===== src/rtl/neopix_pkg.sv =====
// Shared types and timing constants for the WS2812 line driver.
// All cycle counts are floor(ns * clk_hz / 1e9).
package neopix_pkg;

    typedef enum logic [1:0] {
        ST_LATCH,
        ST_LOAD,
        ST_SEND
    } state_t;

    localparam int unsigned T0H_NS    = 400;
    localparam int unsigned T1H_NS    = 800;
    localparam int unsigned TBIT_NS   = 1250;
    localparam int unsigned TLATCH_NS = 60000;

    function automatic int unsigned ns_to_cycles(input int unsigned ns,
                                                 input longint unsigned clk_hz);
        longint unsigned prod;
        prod = longint'(ns) * clk_hz;
        return 32'(prod / 64'd1000000000);
    endfunction

endpackage


===== src/rtl/neopix_bit_encoder.sv =====
// Shifts a 24-bit GRB word out MSB first as WS2812 pulse-width symbols.
// DO is registered; done pulses in the final cycle of bit 23.
module neopix_bit_encoder
    import neopix_pkg::*;
#(
    parameter int unsigned T0H  = 20,
    parameter int unsigned T1H  = 40,
    parameter int unsigned TBIT = 62
) (
    input  logic        clk,
    input  logic        reset,
    input  logic        load,
    input  logic [23:0] rgb,
    output logic        DO,
    output logic        done
);

    localparam int unsigned PW = $clog2(TBIT);

    logic [23:0]   shreg;
    logic [PW-1:0] pcnt;
    logic [4:0]    bcnt;
    logic          active;
    logic          period_end;
    logic          nxt_bit;
    logic [PW-1:0] nxt_p;

    function automatic logic [PW-1:0] high_len(input logic b);
        return b ? PW'(T1H) : PW'(T0H);
    endfunction

    always_comb begin
        period_end = active && (pcnt == PW'(TBIT - 1));
        done       = period_end && (bcnt == 5'd23);
        nxt_p      = period_end ? '0 : pcnt + PW'(1);
        nxt_bit    = period_end ? shreg[22] : shreg[23];
    end

    // DO is computed one cycle ahead from the next counter value so the
    // high phase of every symbol is exactly T0H/T1H cycles long.
    always_ff @(posedge clk) begin
        if (reset) begin
            shreg  <= '0;
            pcnt   <= '0;
            bcnt   <= '0;
            active <= 1'b0;
            DO     <= 1'b0;
        end else if (load) begin
            shreg  <= rgb;
            pcnt   <= '0;
            bcnt   <= '0;
            active <= 1'b1;
            DO     <= 1'b1;
        end else if (active) begin
            if (done) begin
                active <= 1'b0;
                DO     <= 1'b0;
            end else begin
                pcnt <= nxt_p;
                if (period_end) begin
                    shreg <= {shreg[22:0], 1'b0};
                    bcnt  <= bcnt + 5'd1;
                end
                DO <= (nxt_p < high_len(nxt_bit));
            end
        end else begin
            DO <= 1'b0;
        end
    end

endmodule


===== src/rtl/neopix_tx.sv =====
// WS2812 chain driver: fetches one LED colour at a time from the upstream
// buffer, serialises it, and inserts the latch gap between frames.
module neopix_tx
    import neopix_pkg::*;
#(
    parameter int NUM_LEDS     = 8,
    parameter int SYSTEM_CLOCK = 50000000
) (
    input  logic                        clk,
    input  logic                        reset,
    output logic                        reset_state,
    output logic                        data_request,
    output logic                        new_address,
    output logic [$clog2(NUM_LEDS)-1:0] address,
    input  logic [7:0]                  red_in,
    input  logic [7:0]                  green_in,
    input  logic [7:0]                  blue_in,
    output logic                        DO
);

    localparam int unsigned AW     = $clog2(NUM_LEDS);
    localparam int unsigned T0H    = ns_to_cycles(T0H_NS, 64'(SYSTEM_CLOCK));
    localparam int unsigned T1H    = ns_to_cycles(T1H_NS, 64'(SYSTEM_CLOCK));
    localparam int unsigned TBIT   = ns_to_cycles(TBIT_NS, 64'(SYSTEM_CLOCK));
    localparam int unsigned TLATCH = ns_to_cycles(TLATCH_NS, 64'(SYSTEM_CLOCK));
    localparam int unsigned LW     = $clog2(TLATCH);

    state_t        state;
    logic [LW-1:0] lcnt;
    logic          load_phase;
    logic          last_led;
    logic          enc_load;
    logic          enc_done;
    logic [AW-1:0] addr_next;

    always_comb begin
        enc_load  = (state == ST_LOAD) && load_phase;
        addr_next = (address == AW'(NUM_LEDS - 1)) ? '0 : address + AW'(1);
    end

    neopix_bit_encoder #(
        .T0H  (T0H),
        .T1H  (T1H),
        .TBIT (TBIT)
    ) u_enc (
        .clk   (clk),
        .reset (reset),
        .load  (enc_load),
        .rgb   ({green_in, red_in, blue_in}),
        .DO    (DO),
        .done  (enc_done)
    );

    always_ff @(posedge clk) begin
        if (reset) begin
            state        <= ST_LATCH;
            lcnt         <= '0;
            load_phase   <= 1'b0;
            last_led     <= 1'b0;
            address      <= '0;
            reset_state  <= 1'b1;
            data_request <= 1'b0;
            new_address  <= 1'b0;
        end else begin
            data_request <= 1'b0;
            new_address  <= 1'b0;
            case (state)
                ST_LATCH: begin
                    if (lcnt == LW'(TLATCH - 1)) begin
                        lcnt         <= '0;
                        state        <= ST_LOAD;
                        load_phase   <= 1'b0;
                        data_request <= 1'b1;
                        reset_state  <= 1'b0;
                    end else begin
                        lcnt <= lcnt + LW'(1);
                    end
                end
                ST_LOAD: begin
                    // Address advances as the word is captured, giving the
                    // upstream buffer a full LED slot to present the next one.
                    if (load_phase) begin
                        state       <= ST_SEND;
                        load_phase  <= 1'b0;
                        last_led    <= (address == AW'(NUM_LEDS - 1));
                        address     <= addr_next;
                        new_address <= 1'b1;
                    end else begin
                        load_phase <= 1'b1;
                    end
                end
                ST_SEND: begin
                    if (enc_done) begin
                        if (last_led) begin
                            state       <= ST_LATCH;
                            reset_state <= 1'b1;
                        end else begin
                            state        <= ST_LOAD;
                            data_request <= 1'b1;
                        end
                    end
                end
                default: state <= ST_LATCH;
            endcase
        end
    end

endmodule


===== config.mk =====
export PLATFORM = sky130hd
export DESIGN_NAME = neopix_tx
export DESIGN_NICKNAME = d
export VERILOG_FILES = /design/src/rtl/neopix_pkg.sv /design/src/rtl/neopix_bit_encoder.sv /design/src/rtl/neopix_tx.sv
export SDC_FILE = /design/constraint.sdc
export NUM_CORES = 1
export LEC_CHECK = 0
export CORE_MARGIN = 1.5
export CORE_UTILIZATION = 50
export CTS_BUF_LIST = sky130_fd_sc_hd__clkbuf_16
export CTS_CLUSTER_DIAMETER = 50
export DETAILED_ROUTE_END_ITERATION = 10
export GPL_TIMING_DRIVEN = 0
export PLACE_DENSITY = 0.76
export SYNTH_ARGS = -nofsm -noshare
export SYNTH_HDL_FRONTEND = slang
export SYNTH_SLANG_ARGS = --single-unit

===== constraint.sdc =====
create_clock -name clk -period 2 [get_ports clk]
set_input_delay 0.2 -clock clk [delete_from_list [all_inputs] [get_ports clk]]
set_output_delay 0.2 -clock clk [all_outputs]
set_load 0.01 [all_outputs]

==> flow_summary.toml <==
[sta]
min_period_ns = 1.997
timing.slew.headroom_pct = 54.88
finalHoldViolCount = 0
slew_viol_final = 0
max_freq_mhz = 500.7
worst_pin_slew_ns = 0.6768
holdWs_ns = 0.4488
finalSetupViolations = 0
min_period_over_period_pct = 99.86
rsz0062_at_grt = "yes"
finalClockSkew_ns = 0.006975

[min_path]
min_from = "reset_state"
hp-class = "register to register"
hold_depth = 2
holdPathEnd = "reset_state"

[worst_setup_path]
r2r-end = "u_enc.DO"
end_kind = "register"
arrival_ns = 2.18
r2r_cells = 11
cp-start-kind = "register"
r2r_slack_ns = 0.003
worstPathMaxFanout = 5
r2r-start = "u_enc.pcnt[1]"
cp_data_required_time_ns = 2.19
critPathKind = "register to register"

[cts]
cts_sinks = 59
cts.root.buffer_cell = "clkbuf_16"
insertion_delay_ns = 0.32
htree_levels = 3
cts_tree = "yes"
clk_pin_slew_ns = 0.05
cts.path.max_buffers = 2
hold_buffers = 0
numCtsBuffers = 9

[synth]
ys_seq_area_share_pct = 41.90
syn_inst = 324
synth_area_leaders = "dfxtp_1, a311oi_2, nand2_1"
yosysMostFrequentCell = "nand2_1"
syn_area_per_cell_um2 = 8.700
syn_area_um2 = 2819
synth-edff-count = 0
async_reset_ff_share_pct = 0
yosysWarnings = 0
netlist.area_leader.share_pct = 41.90
synth_seq_cells = 59
synthDistinctLibCells = 45
synth_nets = 358
yosys-top-cells-count = "nand2_1, dfxtp_1, nor2_1"
yosys.area.top_type = "dfxtp_1"
ys.flop_type = "dfxtp_1"

[placed_design]
hpwl_um = 4094
dpl-instance-area_um2 = 3236
place_congestion = 0.7785
dp.cells = 428
port_buffers = 32

[floorplanning]
num_rows = 27
chipWidth_um = 78.09
io-pin-count = 33
core_um2 = 5473
initial_utilization_pct = 51.51
dieArea_um2 = 6097
die_h_um = 78.09

[cells_and_area]
utilization_pct = 68.82
antenna_cells = 0
instances_no_fill = 456
drive_gt1_share_pct = 21.88
fill_cells = 442
area_delta_synth_final_pct = 33.60
multi_input_area_um2 = 1627
layout.nets = 413
regArea_um2 = 1192
fin_area_um2 = 3766

[run_status]
status = "finished clean"

[pwr]
power.total_mw = 2.885
leakagePower_nw = 1.290
vdd_ir_drop_max_mv = 0.9301
power_density_nw_per_um2 = 766.1

[detailed_routing]
ant_nets = 0
dr_total_vias = 2491
wl_um = 6471
avgViaCountPerCell = 5.463
first_pass_iters = 4
drc = 0
first_iter_violations = 134
wl_per_cell_um = 14.19

[grt]
grt_pass1_wl_um = 10650
grt_pass1_vias = 2354
track_usage_pct = 22.10
antenna_found_initial = 0
grt_max_degree = 11
overflow = 0

[run]
max_cap_violations = 0
[critical path: stages (launching register included)]
cell	delay, ns
dfxtp_2	0.34
inv_2	0.05
ha_4	0.16
nand3_4	0.10
nor2_4	0.05
clkbuf_8	0.14
a21o_1	0.18
buf_4	0.14
ha_4	0.27
nand2_2	0.07
o31ai_2	0.27
o32ai_2	0.11
[sequential cells by signal, summed over array words and instances, names as in the netlist, 2 cells and up]
signal and count:
u_enc.pcnt 6, u_enc.bcnt 5, address 3, state 2
lcnt 12, u_enc.shreg 24
[how the worst max path moves through the flow]
stage / start / end / slack [ns] / cells after the start
global placement: u_enc.pcnt[0] / u_enc.DO / -0.23 / 10
floorplan: u_enc.pcnt[1] / u_enc.DO / 0.03 / 10
global route: u_enc.pcnt[1] / u_enc.DO / -0.07 / 11
finish: u_enc.pcnt[1] / u_enc.DO / 0.003 / 11
CTS: u_enc.pcnt[1] / u_enc.DO / -0.03 / 9
detailed placement: u_enc.pcnt[0] / u_enc.DO / -0.28 / 10
[per-stage QoR]
stage / setup WS [ns] / setup TNS, ns
after floorplan: 0.03070 / 0
after global routing: -0.07067 / -0.09257
after detailed placement: -0.2804 / -0.2847
after global placement: -0.2272 / -0.2272
final: 0.002712 / 0
after CTS: -0.02910 / -0.02910
[per-layer routing]
layer  vias up  GRT usage [%]  part of all wire (%)  wire length [µm]
met5         -              0                     0                 0
met4         0          7.500                   1.4                90
met3         8          7.326                   3.9               255
met2        60          36.17                    50              3232
met1      1177          27.29                    45              2892
li1       1246              -                     -                 -
[cells in the final DEF (no fill, tap or decap), types with 4 or more instances in the layout]
master	netlist	final
nand2_1	62	61
nor2_1	56	54
dfxtp_1	59	52
clkdlybuf4s50_1	0	32
a311oi_2	17	18
buf_4	1	13
a21oi_1	12	12
xor2_1	10	10
nand3_1	10	9
clkbuf_1	10	9
clkbuf_16	0	9
xnor2_1	8	8
inv_1	6	6
a311oi_1	7	6
dfxtp_2	0	6
nor3_1	5	5
buf_6	4	4
nand4_1	4	4
o21ai_0	4	4
clkinv_2	0	4
[power breakdown]
group          internal, mW  total [mW]  switching [mW]
clock network          1.07        1.59           0.517
logic                0.0625       0.104          0.0414
registers              1.18        1.19         0.00801
total                  2.32        2.89           0.566
[area by class of cell]
cell class | count | area share [%]
multi-input cells | 241 | 43.19
clock buffers | 9 | 5.980
repair buffers | 44 | 10.90
inverters | 6 | 0.5980
flip-flops and latches | 59 | 31.66
well taps | 72 | 2.392
plain buffers | 18 | 3.056
clock inverters | 7 | 2.226
[cell families after synthesis]
group	share of synthesized area [%]
compound gates	17.31
xor+xnor	5.593
fa+ha+maj	3.551
buf+inv	4.527
flops	41.90
mux	1.065
simple gates	26.05
[timing repair]
item | 4_1_cts | 5_1_grt
setup buffers | 9 | 2
endpoints found under the setup margin | 12 | 29
pin swaps | 6 | 6
hold endpoints to repair | 0 | 0
gates cloned | 0 | 1
resized for setup | 17 | 17
Note: power is estimated with default switching activity, not from simulation.
==> variant: new RTL, same settings <==
The 3 states of `state_t` get a one-hot encoding in 3 bits.
--- a/src/rtl/neopix_pkg.sv
+++ b/src/rtl/neopix_pkg.sv
@@ -3,8 +3,8 @@
 package neopix_pkg;
 
-    typedef enum logic [1:0] {
-        ST_LATCH,
-        ST_LOAD,
-        ST_SEND
+    typedef enum logic [2:0] {
+        ST_LATCH = 3'b001,
+        ST_LOAD  = 3'b010,
+        ST_SEND  = 3'b100
     } state_t;
 
Check against the original RTL: same outputs for any inputs over 10 cycles, from zero or initial values and one cycle with reset high; not proved beyond that.
==> variant against the unedited design <==
  * The flow now finishes with violations (negative setup slack)
  * Sequential cell count grew 1
  * Area after synthesis is 1.3% lower
  * Global-route usage decreased by 0.81 points
  * Setup slack got worse by 100 ps
  * Design area shrank 5.6%
  * Die area is 1.3% lower
  * First-iteration DRC count fell by 63%
  * Fmax shrank 4.9%
  * Hold slack improved by 14 ps
  * Wire length decreased by 12%
  * Total power is 2.9% lower
  * Synthesized cell count fell by 4.9%
  * Critical path type unchanged
  * Largest cell class unchanged
==> variant: results (changes against the unedited design) <==
Detailed routing
  – 1st-iter DRT viols: 50 (was 134)
  – Final wirelength: 5710 um (was 6470 um)
  – Metal2 WL: 2750 um (was 3230 um)
  – M1 WL: 2690 um (was 2890 um)
  – Metal3 WL: 192 um (was 255 um)

Synth
  – Sequential share of the synthesized area: 0.432 (was 0.419)
  – Synthesized instance count: 308 (was 324)
  – Count of different cell masters after synthesis: 44 (was 45)
  – Post-synth top cells: dfxtp_1 (60), nor2_1 (55), mux2i_1 (27), a211oi_1 (23), nand2_1 (20) (was nand2_1 (62), dfxtp_1 (59), nor2_1 (56), a311oi_2 (17), a21oi_1 (12))

Placement
  – Gp weighted congestion: 0.803 (was 0.779)
  – Placed Instances: 410 (was 428)

STA
  – Worst rel slew slack: 0.641 (was 0.549)
  – Setup TNS Final: -101 ps (was 0 ps)
  – Final setup vio count: 1 (was 0)
  – Final WS setup: -101 ps (was 2.71 ps)
  – Setup Skew: 5.27 ps (was 6.97 ps)

Clocking
  – Post-CTS sizing: 2 (was 17)

Global route
  – Largest net degree at the start of global routing: 12 (was 11)
  – Met2 Usage GRT: 0.350 (was 0.362)

Layout
  – Filler cell count: 434 (was 442)
  – Fraction of layout cells with a size suffix above 1: 0.126 (was 0.219)
  – Final Non-Filler Cells: 426 (was 456)

Power
  – Sw Ratio: 0.219 (was 0.196)

Status
  – Status: complete, but fails checks (was finished, final reports clean)
  – Violated checks: negative setup slack

Worst setup path
  – Worst r2r path cells: 10 (was 11)
[variant: cell types whose count changed after synthesis, moves of 4 or more]
cell	delta
nand2_1	-42
mux2i_1	+24
a211oi_1	+21
a311oi_2	-17
a311oi_1	-6
and3_1	+6
inv_1	-4
nor2_2	+4
nor2b_1	-4
[variant: logic make-up after synthesis]
family / synth area share
AND/OR/NAND/NOR: 0.221
buffers and inverters: 0.0342
multiplexers: 0.101
adder cells (fa/ha/maj): 0.0360
AO/OA/AOI/OAI: 0.122
XOR/XNOR: 0.0535
flip-flops: 0.432
[variant: cell type report]
type	count	share of cell area
Multi-Input combinational cell	228	0.436
Sequential cell	60	0.340
Timing Repair Buffer	33	0.0922
Clock buffer	10	0.0704
Tap cell	70	0.0246
Buffer	17	0.0243
Clock inverter	6	0.0109
Inverter	2	0.00211
[variant: through the flow]
stage	setup slack (ps)	util
finish	-101	0.679
global placement	-225	0.621
CTS	-97.0	0.679
global route	-217	0.679
detailed placement	-265	0.621
floorplan	-19.6	-
